===== src/rtl/hwag_pkg.sv =====
// Shared definitions for the coil scheduler: angle width, last valid angle
// count before the generator wraps, and the per-channel coil state type.
package hwag_pkg;

  localparam int ANG_WIDTH = 24;
  localparam int HWAMAXACR = 3839;

  typedef enum logic [1:0] {
    CH_OFF     = 2'd0,
    CH_DWELL   = 2'd1,
    CH_LOCKOUT = 2'd2
  } ch_state_t;

endpackage


===== src/rtl/hwag_coil_channel.sv =====
// One ignition coil channel: active set/reset angles, dwell FSM with a
// saturating dwell-time counter, and a sticky timeout flag.
module hwag_coil_channel #(
  parameter int ANG_WIDTH   = hwag_pkg::ANG_WIDTH,
  parameter int DWELL_WIDTH = 24
) (
  input  logic                   clk,
  input  logic                   rst,
  input  logic                   hwag_start,
  input  logic [ANG_WIDTH-1:0]   acnt,
  input  logic                   load,
  input  logic [ANG_WIDTH-1:0]   load_set,
  input  logic [ANG_WIDTH-1:0]   load_reset,
  input  logic [DWELL_WIDTH-1:0] max_dwell,
  output logic                   coil,
  output logic                   fault
);
  import hwag_pkg::*;

  ch_state_t              state;
  ch_state_t              state_next;
  logic [ANG_WIDTH-1:0]   act_set;
  logic [ANG_WIDTH-1:0]   act_reset;
  logic [DWELL_WIDTH-1:0] dwell_cnt;
  logic [DWELL_WIDTH-1:0] dwell_inc;
  logic                   in_range;
  logic                   hit_set;
  logic                   hit_reset;
  logic                   timeout;

  // Angle matches (angles past the wrap point never match) and the timeout test on the next counter value
  always_comb begin
    in_range  = (acnt <= ANG_WIDTH'(HWAMAXACR));
    hit_set   = in_range && (acnt == act_set);
    hit_reset = in_range && (acnt == act_reset);
    dwell_inc = (&dwell_cnt) ? dwell_cnt : dwell_cnt + DWELL_WIDTH'(1);
    timeout   = (max_dwell != '0) && (dwell_inc >= max_dwell);
  end

  // Next-state logic: losing sync forces OFF, reset angle beats set angle and timeout
  always_comb begin
    state_next = state;
    if (!hwag_start) begin
      state_next = CH_OFF;
    end else begin
      case (state)
        CH_OFF:     if (hit_set && !hit_reset) state_next = CH_DWELL;
        CH_DWELL: begin
          if (hit_reset)    state_next = CH_OFF;
          else if (timeout) state_next = CH_LOCKOUT;
        end
        CH_LOCKOUT: if (hit_reset) state_next = CH_OFF;
        default:    state_next = CH_OFF;
      endcase
    end
  end

  // State, registered coil drive, sticky fault and dwell counter (cleared on entry, counting while dwelling)
  always_ff @(posedge clk) begin
    if (rst) begin
      state     <= CH_OFF;
      coil      <= 1'b0;
      fault     <= 1'b0;
      dwell_cnt <= '0;
    end else begin
      state <= state_next;
      coil  <= (state_next == CH_DWELL);
      if (state == CH_DWELL && state_next == CH_LOCKOUT) fault <= 1'b1;
      if (state != CH_DWELL && state_next == CH_DWELL) dwell_cnt <= '0;
      else if (state == CH_DWELL)                      dwell_cnt <= dwell_inc;
    end
  end

  // Active angles change only when the top level applies a commit on a wrap
  always_ff @(posedge clk) begin
    if (rst) begin
      act_set   <= '0;
      act_reset <= '0;
    end else if (load) begin
      act_set   <= load_set;
      act_reset <= load_reset;
    end
  end

endmodule


===== src/rtl/hwag_coil_sched.sv =====
// Angle-based coil scheduler: per-channel shadow angle registers written by
// software, copied to all channels at once on the first wrap after a commit.
module hwag_coil_sched #(
  parameter int CH_NUM      = 4,
  parameter int ANG_WIDTH   = hwag_pkg::ANG_WIDTH,
  parameter int DWELL_WIDTH = 24
) (
  input  logic                      clk,
  input  logic                      rst,
  input  logic                      hwag_start,
  input  logic [ANG_WIDTH-1:0]      acnt,
  input  logic                      acnt_wrap,
  input  logic                      cfg_we,
  input  logic [$clog2(CH_NUM)-1:0] cfg_ch,
  input  logic                      cfg_sel,
  input  logic [ANG_WIDTH-1:0]      cfg_data,
  input  logic                      cfg_commit,
  input  logic [DWELL_WIDTH-1:0]    max_dwell,
  output logic                      cfg_pending,
  output logic [CH_NUM-1:0]         coil_out,
  output logic [CH_NUM-1:0]         dwell_fault
);
  import hwag_pkg::*;

  logic [ANG_WIDTH-1:0] shadow_set       [CH_NUM];
  logic [ANG_WIDTH-1:0] shadow_reset     [CH_NUM];
  logic [ANG_WIDTH-1:0] shadow_set_next  [CH_NUM];
  logic [ANG_WIDTH-1:0] shadow_reset_next[CH_NUM];
  logic                 apply;

  // Shadow contents after this clock's write, so a write landing on the applying wrap is copied too
  always_comb begin
    shadow_set_next   = shadow_set;
    shadow_reset_next = shadow_reset;
    for (int i = 0; i < CH_NUM; i++) begin
      if (cfg_we && int'(cfg_ch) == i) begin
        if (cfg_sel) shadow_reset_next[i] = cfg_data;
        else         shadow_set_next[i]   = cfg_data;
      end
    end
    apply = acnt_wrap && (cfg_pending || cfg_commit);
  end

  // Shadow registers and the pending-commit flag; a commit on the wrap itself applies without pending
  always_ff @(posedge clk) begin
    if (rst) begin
      for (int i = 0; i < CH_NUM; i++) begin
        shadow_set[i]   <= '0;
        shadow_reset[i] <= '0;
      end
      cfg_pending <= 1'b0;
    end else begin
      shadow_set   <= shadow_set_next;
      shadow_reset <= shadow_reset_next;
      if (apply)           cfg_pending <= 1'b0;
      else if (cfg_commit) cfg_pending <= 1'b1;
    end
  end

  for (genvar g = 0; g < CH_NUM; g++) begin : g_ch
    hwag_coil_channel #(
      .ANG_WIDTH  (ANG_WIDTH),
      .DWELL_WIDTH(DWELL_WIDTH)
    ) u_channel (
      .clk       (clk),
      .rst       (rst),
      .hwag_start(hwag_start),
      .acnt      (acnt),
      .load      (apply),
      .load_set  (shadow_set_next[g]),
      .load_reset(shadow_reset_next[g]),
      .max_dwell (max_dwell),
      .coil      (coil_out[g]),
      .fault     (dwell_fault[g])
    );
  end

endmodule

===== config.mk =====
export PLATFORM = sky130hd
export DESIGN_NAME = hwag_coil_sched
export DESIGN_NICKNAME = d
export VERILOG_FILES = /design/src/rtl/hwag_pkg.sv /design/src/rtl/hwag_coil_channel.sv /design/src/rtl/hwag_coil_sched.sv
export SDC_FILE = /design/constraint.sdc
export NUM_CORES = 1
export LEC_CHECK = 0
export ABC_AREA = 1
export CAP_MARGIN = 40
export CORE_ASPECT_RATIO = 2
export CORE_UTILIZATION = 30
export CTS_CLUSTER_DIAMETER = 60
export CTS_CLUSTER_SIZE = 24
export DETAILED_ROUTE_END_ITERATION = 8
export HOLD_SLACK_MARGIN = 0.05
export SLEW_MARGIN = 20
export SYNTH_ARGS = -nofsm -noshare
export SYNTH_HDL_FRONTEND = slang
export SYNTH_HIERARCHICAL = 1
export SYNTH_SLANG_ARGS = --single-unit

===== constraint.sdc =====
create_clock -name clk -period 3.6 [get_ports clk]
set_clock_uncertainty 0.05 [all_clocks]
set_input_delay 0.9 -clock clk [delete_from_list [all_inputs] [get_ports clk]]
set_output_delay 0.9 -clock clk [all_outputs]
set_load 0.02 [all_outputs]

==> run summary, run 1 <==
Reg clk slew, reported paths: 0.10 ns
share of cells above drive strength 1: 7.280%
die extent in x: 221.9 um
clk root buf: clkbuf_16
Post-Syn Instances: 4,657
grt ovf: 0
full die area: 98,000 um^2
DR vias: 29,720
Critical Path RT: 4.03 ns
hold buffer count at CTS: 0
Worst path top cell family by delay: simple AND/OR/NAND/NOR gates
CP Data Arrival Time: 3.76 ns
Crit path buffers/inverters: 3
CP max stage delay: 0.35 ns
Initial Util: 30.18%
failing checks: DRC
Hold Fails Final Rpt: 0
CP Capture Type: flop
min-delay worst type: reg -> reg
Synth Net Count: 4,838
postcts setup bufs: 0
Critical Path Fanout Max: 24
worst skew pair latency: 0.64 ns
Net count, final: 4,951
wire length of the first global-routing pass: 169,100 um
area grow syn2layout: 16.47%
setup ws final: 0.2721 ns
pin count of the biggest net entering global routing: 121
final slew viol count: 0
Routed WL per cell: 19.09 um
critical path's slowest cell: o21ai_0
HPWL Detailed: 85,740 um
Tmin final: 3.328 ns
Rows: 161
final setup fails: 0
final WL: 114,900 um
post-synth top area cell: dfxtp_1
VDD IR max: 0.2663 mV
total CTS buffers: 37
top-area cell type share of the netlist area: 34.31%
Synth area leaders: dfxtp_1, nand2_1, nor2_1, inv_1, a21oi_1
Final Wtd Congestion: 0.9733
Starting DRT DRC Count: 2,026
GRT Util Overall: 22.94%
post-route ant nets: 0
TritonRoute pass-1 iters: 9
f_max: 300.5 MHz
post-cts repair resize count: 0
Ports: 90
clock sink count: 497
syn avg cell area: 6.228 um^2
status: complete, but fails checks
worst rel slew slack: 48.71%
vias per cell: 4.940
die height: 441.7 um
Cell Chain, Critical Path: ha_1 -> inv_1 -> nor3_4 -> nand2_2 -> nor2_4 -> nand2_4 -> o21ai_0 -> inv_1 -> ha_1 -> nand2_1 -> nand2_1 -> a21oi_1 -> nand2_1 -> nand3_1 -> nand2_1 -> nand2_1 -> nand2_1 -> nand2_1 -> nand3_1 -> nand2_2 -> buf_12 -> nor2_1
Maximum Capacitance Violations: 0
Core ar.: 96,090 um^2
Pleak: 16.79 nW
worst slack at placement: -0.02405 ns
sequential area share after synthesis: 34.31%
PnR Total Power: 12.52 mW
Yosys cell types: 42
total power divided by cell area: 370.5 nW/um^2
antenna violations before repair: 6
critical path launch point type: flop
Synth Warn #: 6
worst slew pin tran: 0.7694 ns
Crit path top cell by count: nand2_1
Max Buffers Root-to-Sink: 3
fillcell total: 10,490
Tcrit/Tclk final: 92.44%
CTS tree: built
total negative slack: 0 ns
CTS H-tree lvls: 2
DRC: 2
synthesized area: 29,000 um^2
critical path class: reg -> reg
number of global-route vias before repair: 28,570
#FFs+latches synth: 497
count of input and output buffers: 89
==> area by class of cell <==
cell class / count / area, um^2 / share of cell area, %
tap: 1222 / 1529 / 4.526
clock buffer: 41 / 982.2 / 2.908
timing repair buffer: 251 / 2591 / 7.671
antenna: 1 / 2.502 / 0.007408
sequential: 497 / 9955 / 29.47
clock inverter: 22 / 337.8 / 1.000
inverter: 586 / 2202 / 6.519
multi-input combinational: 3397 / 16180 / 47.90
==> synthesized netlist by cell type <==
cell and count:
clkbuf_1 111, nor2_4 4, nor4_4 3, nand3_1 94, buf_2 42, o21ai_0 295
a21o_1 3, o22ai_1 23, dfxtp_1 497, clkinv_1 1, nand2_1 1574, and2_0 1
xor2_1 95, a21oi_2 7, nand3b_1 3, o221ai_1 1, nor2_1 588, nand2_2 23
a21boi_0 4, inv_2 24, o21bai_1 1, o21a_1 1, nor4_1 9, buf_4 7
a22o_1 2, buf_1 3, mux2i_1 3, buf_6 14, ha_1 100, nor2_2 11
nor3_1 66, nand4_1 62, a21oi_1 343, nor3_2 3, nor3_4 4, and2_1 4
or2_0 1, or2_2 1, o21ai_1 13, inv_1 561, xnor2_1 51, nand2_4 4
==> state kept, by name (all words and copies together) (netlist names), 4 cells and up <==
name                      count
g_ch.u_channel/coil           4
g_ch.u_channel/dwell_cnt     96
g_ch.u_channel/state          8
g_ch.u_channel/fault          4
shadow_set                   96
g_ch.u_channel/act_set       96
g_ch.u_channel/act_reset     96
shadow_reset                 96
==> cells in the final DEF, fill, tap and decap left out, types with 3 or more instances in the layout <==
cell,n
a21o_1,3
bufinv_16,5
buf_12,38
nand2_4,3
o21ai_0,292
nor4_1,8
nand3b_1,3
inv_2,27
nor4_4,3
nand2_2,24
inv_6,4
o21ai_1,15
clkinvlp_4,4
nor2_2,15
nand4_1,62
buf_4,123
and2_1,4
a21oi_1,343
nor3_2,15
xnor2_1,51
nand2_1,1573
o22ai_1,23
clkdlybuf4s50_1,87
nand3_2,4
a21oi_2,7
dfxtp_2,4
mux2i_1,3
a21boi_0,4
dfxtp_1,493
nor3_4,6
nor3_1,52
nor2_4,7
inv_8,3
clkbuf_16,38
nand3_1,89
inv_1,558
nor2_1,581
clkbuf_8,3
ha_1,99
xor2_1,95
==> routing by layer <==
metal	routed length, um	GRT usage [%]	up-vias
met1	38680	21.49	13680
met5	10	0	-
li1	-	-	14730
met3	5117	3.064	408
met4	12120	20.97	2
met2	58940	42.82	898
==> power by group <==
| part | total [mW] | switching, mW | internal [mW] |
|---|---|---|---|
| Clock | 4.83 | 2.41 | 2.41 |
| Sequential | 5.83 | 0.123 | 5.71 |
| Combinational | 1.86 | 1.25 | 0.612 |
| Total | 12.5 | 3.78 | 8.73 |
==> kinds of logic after synthesis <==
kind of cell,Yosys count,synth area share (%)
mux,3,0.1035
fa+ha+maj,100,4.314
compound gates,693,12.26
simple gates,2455,34.09
xor+xnor,146,4.409
flops,497,34.31
buf+inv,763,10.51
==> worst paths after layout <==
kind | slack, ns | start | end | cells after the start
worst min-delay path | 0.41 | g_ch[1].u_channel/fault$_SDFFE_PP0P_ | g_ch[1].u_channel/fault$_SDFFE_PP0P_ | 2
worst max-delay path | 0.27 | g_ch[2].u_channel/dwell_cnt[0]$_SDFFE_PP0N_ | g_ch[2].u_channel/dwell_cnt[10]$_SDFFE_PP0N_ | 22
worst min register to register | 0.41 | g_ch[1].u_channel/fault$_SDFFE_PP0P_ | g_ch[1].u_channel/fault$_SDFFE_PP0P_ | 2
worst max register to register | 0.27 | g_ch[2].u_channel/dwell_cnt[0]$_SDFFE_PP0N_ | g_ch[2].u_channel/dwell_cnt[10]$_SDFFE_PP0N_ | 22
==> through the flow <==
stage | utilization, % | hold WS [ns] | area, um^2 | std cells
floorplan | - | 0.3882 | 29000 | 4657
detailed placement | 33.64 | 0.3970 | 32320 | 5953
CTS | 35.01 | 0.4113 | 33640 | 6016
finish | 35.15 | 0.4086 | 33780 | 6017
global route | 35.15 | 0.4339 | 33780 | 6017
global placement | 33.62 | 0.3880 | 32300 | 5951
==> worst register-to-register path: stages (launching register included) <==
cell     delay (ns)
dfxtp_1        0.34
ha_1           0.21
inv_1          0.11
nor3_4         0.15
nand2_2        0.10
nor2_4         0.19
nand2_4        0.13
o21ai_0        0.36
inv_1          0.11
ha_1           0.30
nand2_1        0.07
nand2_1        0.05
a21oi_1        0.12
nand2_1        0.07
nand3_1        0.12
nand2_1        0.07
nand2_1        0.09
nand2_1        0.06
nand2_1        0.07
nand3_1        0.08
nand2_2        0.12
buf_12         0.18
nor2_1         0.07
Power figures use the tool's default switching activity.
==> inputs of run 2 (changes only) <==
- CAP_MARGIN: 40 -> not set
- clock period: 3.6 -> 4.1 ns (I/O delays scaled with it)
==> run summary, run 2 (same netlist as run 1, synthesis figures left out) <==
worst skew pair latency: 0.64 ns (about the same)
area grow syn2layout: 13.94%
total CTS buffers: 38 (+2.7%)
total power divided by cell area: 329.8 nW/um^2 (-11%)
clk root buf: clkbuf_16
count of input and output buffers: 89 (unchanged)
r2r startpoint: g_ch[1].u_channel/dwell_cnt[1]$_SDFFE_PP0N_
Pleak: 16.43 nW (-2.1%)
final WL: 118,000 um (+2.7%)
grt ovf: 0 (unchanged)
Starting DRT DRC Count: 2,036 (+0.49%)
commonest non-fill, non-tap cell in the layout: nand2_1
Tcrit/Tclk final: 87.90% (-4.5 points)
Hold Crit Start: g_ch[0].u_channel/fault$_SDFFE_PP0P_
critical path's slowest cell: dfxtp_1
Initial Util: 30.18% (unchanged)
unrepaired setup endpoints after global routing: false
Critical Path Fanout Max: 24 (unchanged)
Crit path buffers/inverters: 3 (unchanged)
f_max: 277.5 MHz (-7.7%)
post-cts repair resize count: 0 (unchanged)
status: complete, but fails checks
Routed WL per cell: 19.76 um (+3.5%)
number of global-route vias before repair: 28,740 (+0.60%)
CTS tree: built
M1 GR Usage: 21.69% (+0.19 points)
Worst path top cell family by delay: simple AND/OR/NAND/NOR gates
Final Hold Slack: 0.4043 ns (-0.004247 ns)
clock sink count: 497 (unchanged)
most frequent cells in the layout: nand2_1, nor2_1, inv_1, dfxtp_1, a21oi_1
Max Buffers Root-to-Sink: 3 (unchanged)
pin count of the biggest net entering global routing: 120 (-0.83%)
worst slew pin tran: 0.9724 ns (+0.2031 ns)
Final Wtd Congestion: 0.9881 (+1.5%)
CP Data Arrival Time: 4.02 ns (+0.26 ns)
min-delay worst type: reg -> reg
hold buffer count at CTS: 0 (unchanged)
DRC: 2 (unchanged)
grt peak-use layer: met2
vias per cell: 4.941 (about the same)
Net count, final: 4,899 (-1.1%)
worst setup path start: g_ch[1].u_channel/dwell_cnt[1]$_SDFFE_PP0N_
worst rel slew slack: 34.49% (-14 points)
total negative slack: 0 ns (unchanged)
Maximum Capacitance Violations: 0 (unchanged)
share of cells above drive strength 1: 5.711% (-1.6 points)
final setup fails: 0 (unchanged)
Hold Fails Final Rpt: 0 (unchanged)
die extent in x: 221.9 um (unchanged)
critical path launch point type: flop
wire length of the first global-routing pass: 173,600 um (+2.7%)
TritonRoute pass-1 iters: 7 (-2)
GRT Util Overall: 23.66% (+0.72 points)
CP Capture Type: flop
Crit path top cell by count: nand2_1
met2 Usage GRT: 44.96% (+2.1 points)
failing checks: DRC
critical path class: reg -> reg
post-route ant nets: 0 (unchanged)
full die area: 98,000 um^2 (unchanged)
CP max stage delay: 0.39 ns (+0.04 ns)
Reg clk slew, reported paths: 0.08 ns (-0.02 ns)
Tmin final: 3.604 ns (+0.2762 ns)
postcts setup bufs: 0 (unchanged)
DR vias: 29,510 (-0.73%)
fillcell total: 10,610 (+1.2%)
r2r setup slk: 0.50 ns (+0.22 ns)
die height: 441.7 um (unchanged)
Critical Path RT: 4.51 ns (+0.48 ns)
VDD IR max: 0.2695 mV (+1.2%)
CTS H-tree lvls: 2 (unchanged)
antenna violations before repair: 13 (+7)
Rows: 161 (unchanged)
Cell Chain, Critical Path: ha_1 -> inv_1 -> nor3_4 -> nand2_2 -> nor2_4 -> nand2_4 -> o21ai_0 -> inv_1 -> ha_1 -> a21oi_1 -> o21a_1 -> nand2_1 -> nand2_1 -> nand2_1 -> nand2_1 -> nand2_1 -> nand2_1 -> nand3_1 -> nand2_2 -> buf_12 -> nor2_1
Core ar.: 96,090 um^2 (unchanged)
Ports: 90 (unchanged)
HPWL Detailed: 89,740 um (+4.7%)
final slew viol count: 0 (unchanged)
met3 Use GR: 2.479% (-0.58 points)
==> run 2: cell types whose count changed in the layout (fill, tap and decap cells not counted), sizes merged <==
cell      before  now
clkinvlp       4    3
clkinv         4    7
buf          163  110
inv          595  599
bufinv         5    2
clkbuf        42   43
diode          1    4
==> run 2: path summary, 6_finish.rpt <==
check | to | cells past startpoint
worst max-delay path | g_ch[1].u_channel/dwell_cnt[1]$_SDFFE_PP0N_ | 21
worst min-delay path | g_ch[0].u_channel/fault$_SDFFE_PP0P_ | 2
worst max register to register | g_ch[1].u_channel/dwell_cnt[1]$_SDFFE_PP0N_ | 21
worst min register to register | g_ch[0].u_channel/fault$_SDFFE_PP0P_ | 2
==> run 2: final cells by class <==
type / count / area, um^2 / share of cell area, %
multi-input cells: 3397 / 16060 / 48.59
flip-flops and latches: 497 / 9950 / 30.11
inverters: 586 / 2202 / 6.664
repair buffers: 198 / 1986 / 6.009
well taps: 1222 / 1529 / 4.627
clock buffers: 42 / 997.2 / 3.018
clock inverters: 25 / 316.6 / 0.9579
diodes: 4 / 10.01 / 0.03029
==> run 2: tightest hold or removal path: stages (launching register included) <==
cell and delay [ns]:
dfxtp_1 0.32, inv_1 0.05, a21oi_1 0.05
==> run 2: stage by stage <==
stage	instances	utilization [%]	power, mW	cell area, um^2	worst slack, ns
finish	5971	34.39	10.90	33050	0.4959
global route	5971	34.39	11.30	33050	0.09702
CTS	5967	34.38	10.99	33040	0.4978
detailed placement	5900	33.01	6.813	31720	0.2281
global placement	5900	33.01	6.800	31720	0.2320
floorplan	4657	-	6.042	29000	1.288
==> run 2: power by group <==
part / internal, mW / switching [mW] / total, mW
Sequential: 5.01 / 0.127 / 5.14
Combinational: 0.497 / 1.09 / 1.58
Clock: 2.00 / 2.18 / 4.18
Total: 7.50 / 3.39 / 10.9
==> run 2: routing by layer <==
layer	up-vias	share of wire [%]
met5	-	0.033
li1	14650	-
met4	6	11
met3	386	3.6
met1	13630	33
met2	832	53
==> inputs of run 3 (changes only) <==
- GPL_ROUTABILITY_DRIVEN: not set -> 0
==> run summary, run 3 (same netlist as run 1, synthesis figures left out) <==
Net count, final: 4,896 (-0.061%)
clk root buf: clkbuf_16
status: complete, but fails checks
Crit path top cell by count: nand2_1
worst rel slew slack: 28.86% (-5.6 points)
critical path class: in -> reg
GRT Util Overall: 23.12% (-0.54 points)
met2 Usage GRT: 43.53% (-1.4 points)
total power divided by cell area: 325.4 nW/um^2 (-1.3%)
Reg clk slew, reported paths: 0.08 ns (about the same)
min-delay worst type: reg -> reg
hold buffer count at CTS: 0 (unchanged)
CP max stage delay: 0.82 ns (+0.43 ns)
number of global-route vias before repair: 28,640 (-0.34%)
CP Data Arrival Time: 4.28 ns (+0.26 ns)
Worst path top cell family by delay: simple AND/OR/NAND/NOR gates
wire length of the first global-routing pass: 170,600 um (-1.7%)
CTS tree: built
Crit path buffers/inverters: 5 (+2)
DR vias: 29,530 (+0.098%)
Tcrit/Tclk final: 93.90% (+6.0 points)
worst slack at placement: 0.07279 ns (-0.1553 ns)
pin count of the biggest net entering global routing: 123 (+2.5%)
Max Buffers Root-to-Sink: 3 (unchanged)
DRC: 2 (unchanged)
share of cells above drive strength 1: 5.633% (-0.078 points)
die extent in x: 221.9 um (unchanged)
Pleak: 16.36 nW (-0.41%)
grt peak-use layer: met2
final setup fails: 0 (unchanged)
Tmin final: 3.850 ns (+0.2459 ns)
grt ovf: 0 (unchanged)
die height: 441.7 um (unchanged)
vias per cell: 4.949 (+0.15%)
most frequent cells in the layout: nand2_1, nor2_1, inv_1, dfxtp_1, a21oi_1
unrepaired setup endpoints after global routing: false
worst skew pair latency: 0.63 ns (about the same)
post-route ant nets: 0 (unchanged)
worst slew pin tran: 1.067 ns (+0.09472 ns)
Critical Path RT: 4.53 ns (+0.02 ns)
critical path's slowest cell: nor3_1
CTS H-tree lvls: 2 (unchanged)
post-cts repair resize count: 0 (unchanged)
Initial Util: 30.18% (unchanged)
clock sink count: 497 (unchanged)
Maximum Capacitance Violations: 0 (unchanged)
total CTS buffers: 36 (-5.3%)
Routed WL per cell: 19.32 um (-2.2%)
Rows: 161 (unchanged)
TritonRoute pass-1 iters: 7 (unchanged)
Cell Chain, Critical Path: clkdlybuf4s50_1 -> inv_1 -> nand2_1 -> o21ai_0 -> buf_4 -> nor3_1 -> buf_4 -> nand2_1 -> nor2_1 -> nand2_1 -> nand2_1 -> nand3_1 -> nand2_2 -> buf_12 -> nor2_1
r2r setup slk: 0.42 ns (-0.08 ns)
total negative slack: 0 ns (unchanged)
postcts setup bufs: 0 (unchanged)
commonest non-fill, non-tap cell in the layout: nand2_1
Critical Path Fanout Max: 11 (-54%)
M1 GR Usage: 21.62% (-0.063 points)
fillcell total: 10,450 (-1.6%)
antenna violations before repair: 13 (unchanged)
area grow syn2layout: 13.50%
VDD IR max: 0.3161 mV (+17%)
count of input and output buffers: 89 (unchanged)
CP Capture Type: flop
Core ar.: 96,090 um^2 (unchanged)
setup ws final: 0.2500 ns (-0.2459 ns)
failing checks: DRC
HPWL Detailed: 86,460 um (-3.7%)
met3 Use GR: 2.884% (+0.41 points)
critical path launch point type: primary input
final slew viol count: 0 (unchanged)
full die area: 98,000 um^2 (unchanged)
f_max: 259.7 MHz (-6.4%)
Hold Fails Final Rpt: 0 (unchanged)
Starting DRT DRC Count: 1,973 (-3.1%)
Ports: 90 (unchanged)
final WL: 115,300 um (-2.3%)
run 3: worst paths after layout:
| path | from | end | cells past startpoint |
|---|---|---|---|
| worst max-delay path | acnt[0] | g_ch[3].u_channel/dwell_cnt[22]$_SDFFE_PP0P_ | 15 |
| worst min-delay path | g_ch[1].u_channel/fault$_SDFFE_PP0P_ | g_ch[1].u_channel/fault$_SDFFE_PP0P_ | 2 |
| worst max register to register | g_ch[0].u_channel/dwell_cnt[1]$_SDFFE_PP0N_ | g_ch[0].u_channel/dwell_cnt[21]$_SDFFE_PP0N_ | 21 |
| worst min register to register | g_ch[1].u_channel/fault$_SDFFE_PP0P_ | g_ch[1].u_channel/fault$_SDFFE_PP0P_ | 2 |
run 3: per-layer routing:
metal	vias up	share of wire [%]
met2	943	52
met5	-	0
met3	402	4.4
met1	13550	34
li1	14640	-
met4	0	9.9
run 3: tightest hold or removal path, delay by kind of cell (launching register included):
family / cells / cell delay (ns)
flip-flops: 1 / 0.31
AO/OA/AOI/OAI: 1 / 0.05
buffers and inverters: 1 / 0.05
run 3: power breakdown:
part           internal, mW  total (mW)  switching, mW
clock                  1.86        4.01           2.15
combinational         0.488        1.57           1.08
sequential             5.01        5.13          0.124
run 3: cell type report:
| cell class | instances | area, um^2 | share of cell area [%] |
|---|---|---|---|
| inverter | 586 | 2202 | 6.689 |
| timing repair buffer | 197 | 1903 | 5.781 |
| sequential | 497 | 9950 | 30.22 |
| tap | 1222 | 1529 | 4.645 |
| clock inverter | 24 | 321.6 | 0.9768 |
| antenna | 6 | 15.01 | 0.04561 |
| clock buffer | 39 | 943.4 | 2.866 |
| multi-input combinational | 3397 | 16060 | 48.77 |
run 3: metrics by stage:
| stage | hold WS [ns] | std cells | power (mW) | util [%] | area [um^2] |
|---|---|---|---|---|---|
| after floorplan | 0.3882 | 4657 | 6.042 | - | 29000 |
| after global placement | 0.3892 | 5899 | 6.746 | 32.93 | 31640 |
| after detailed placement | 0.3968 | 5899 | 6.763 | 32.93 | 31640 |
| after CTS | 0.4099 | 5962 | 10.78 | 34.24 | 32900 |
| after global routing | 0.4293 | 5968 | 11.10 | 34.26 | 32920 |
| final | 0.4093 | 5968 | 10.71 | 34.26 | 32920 |
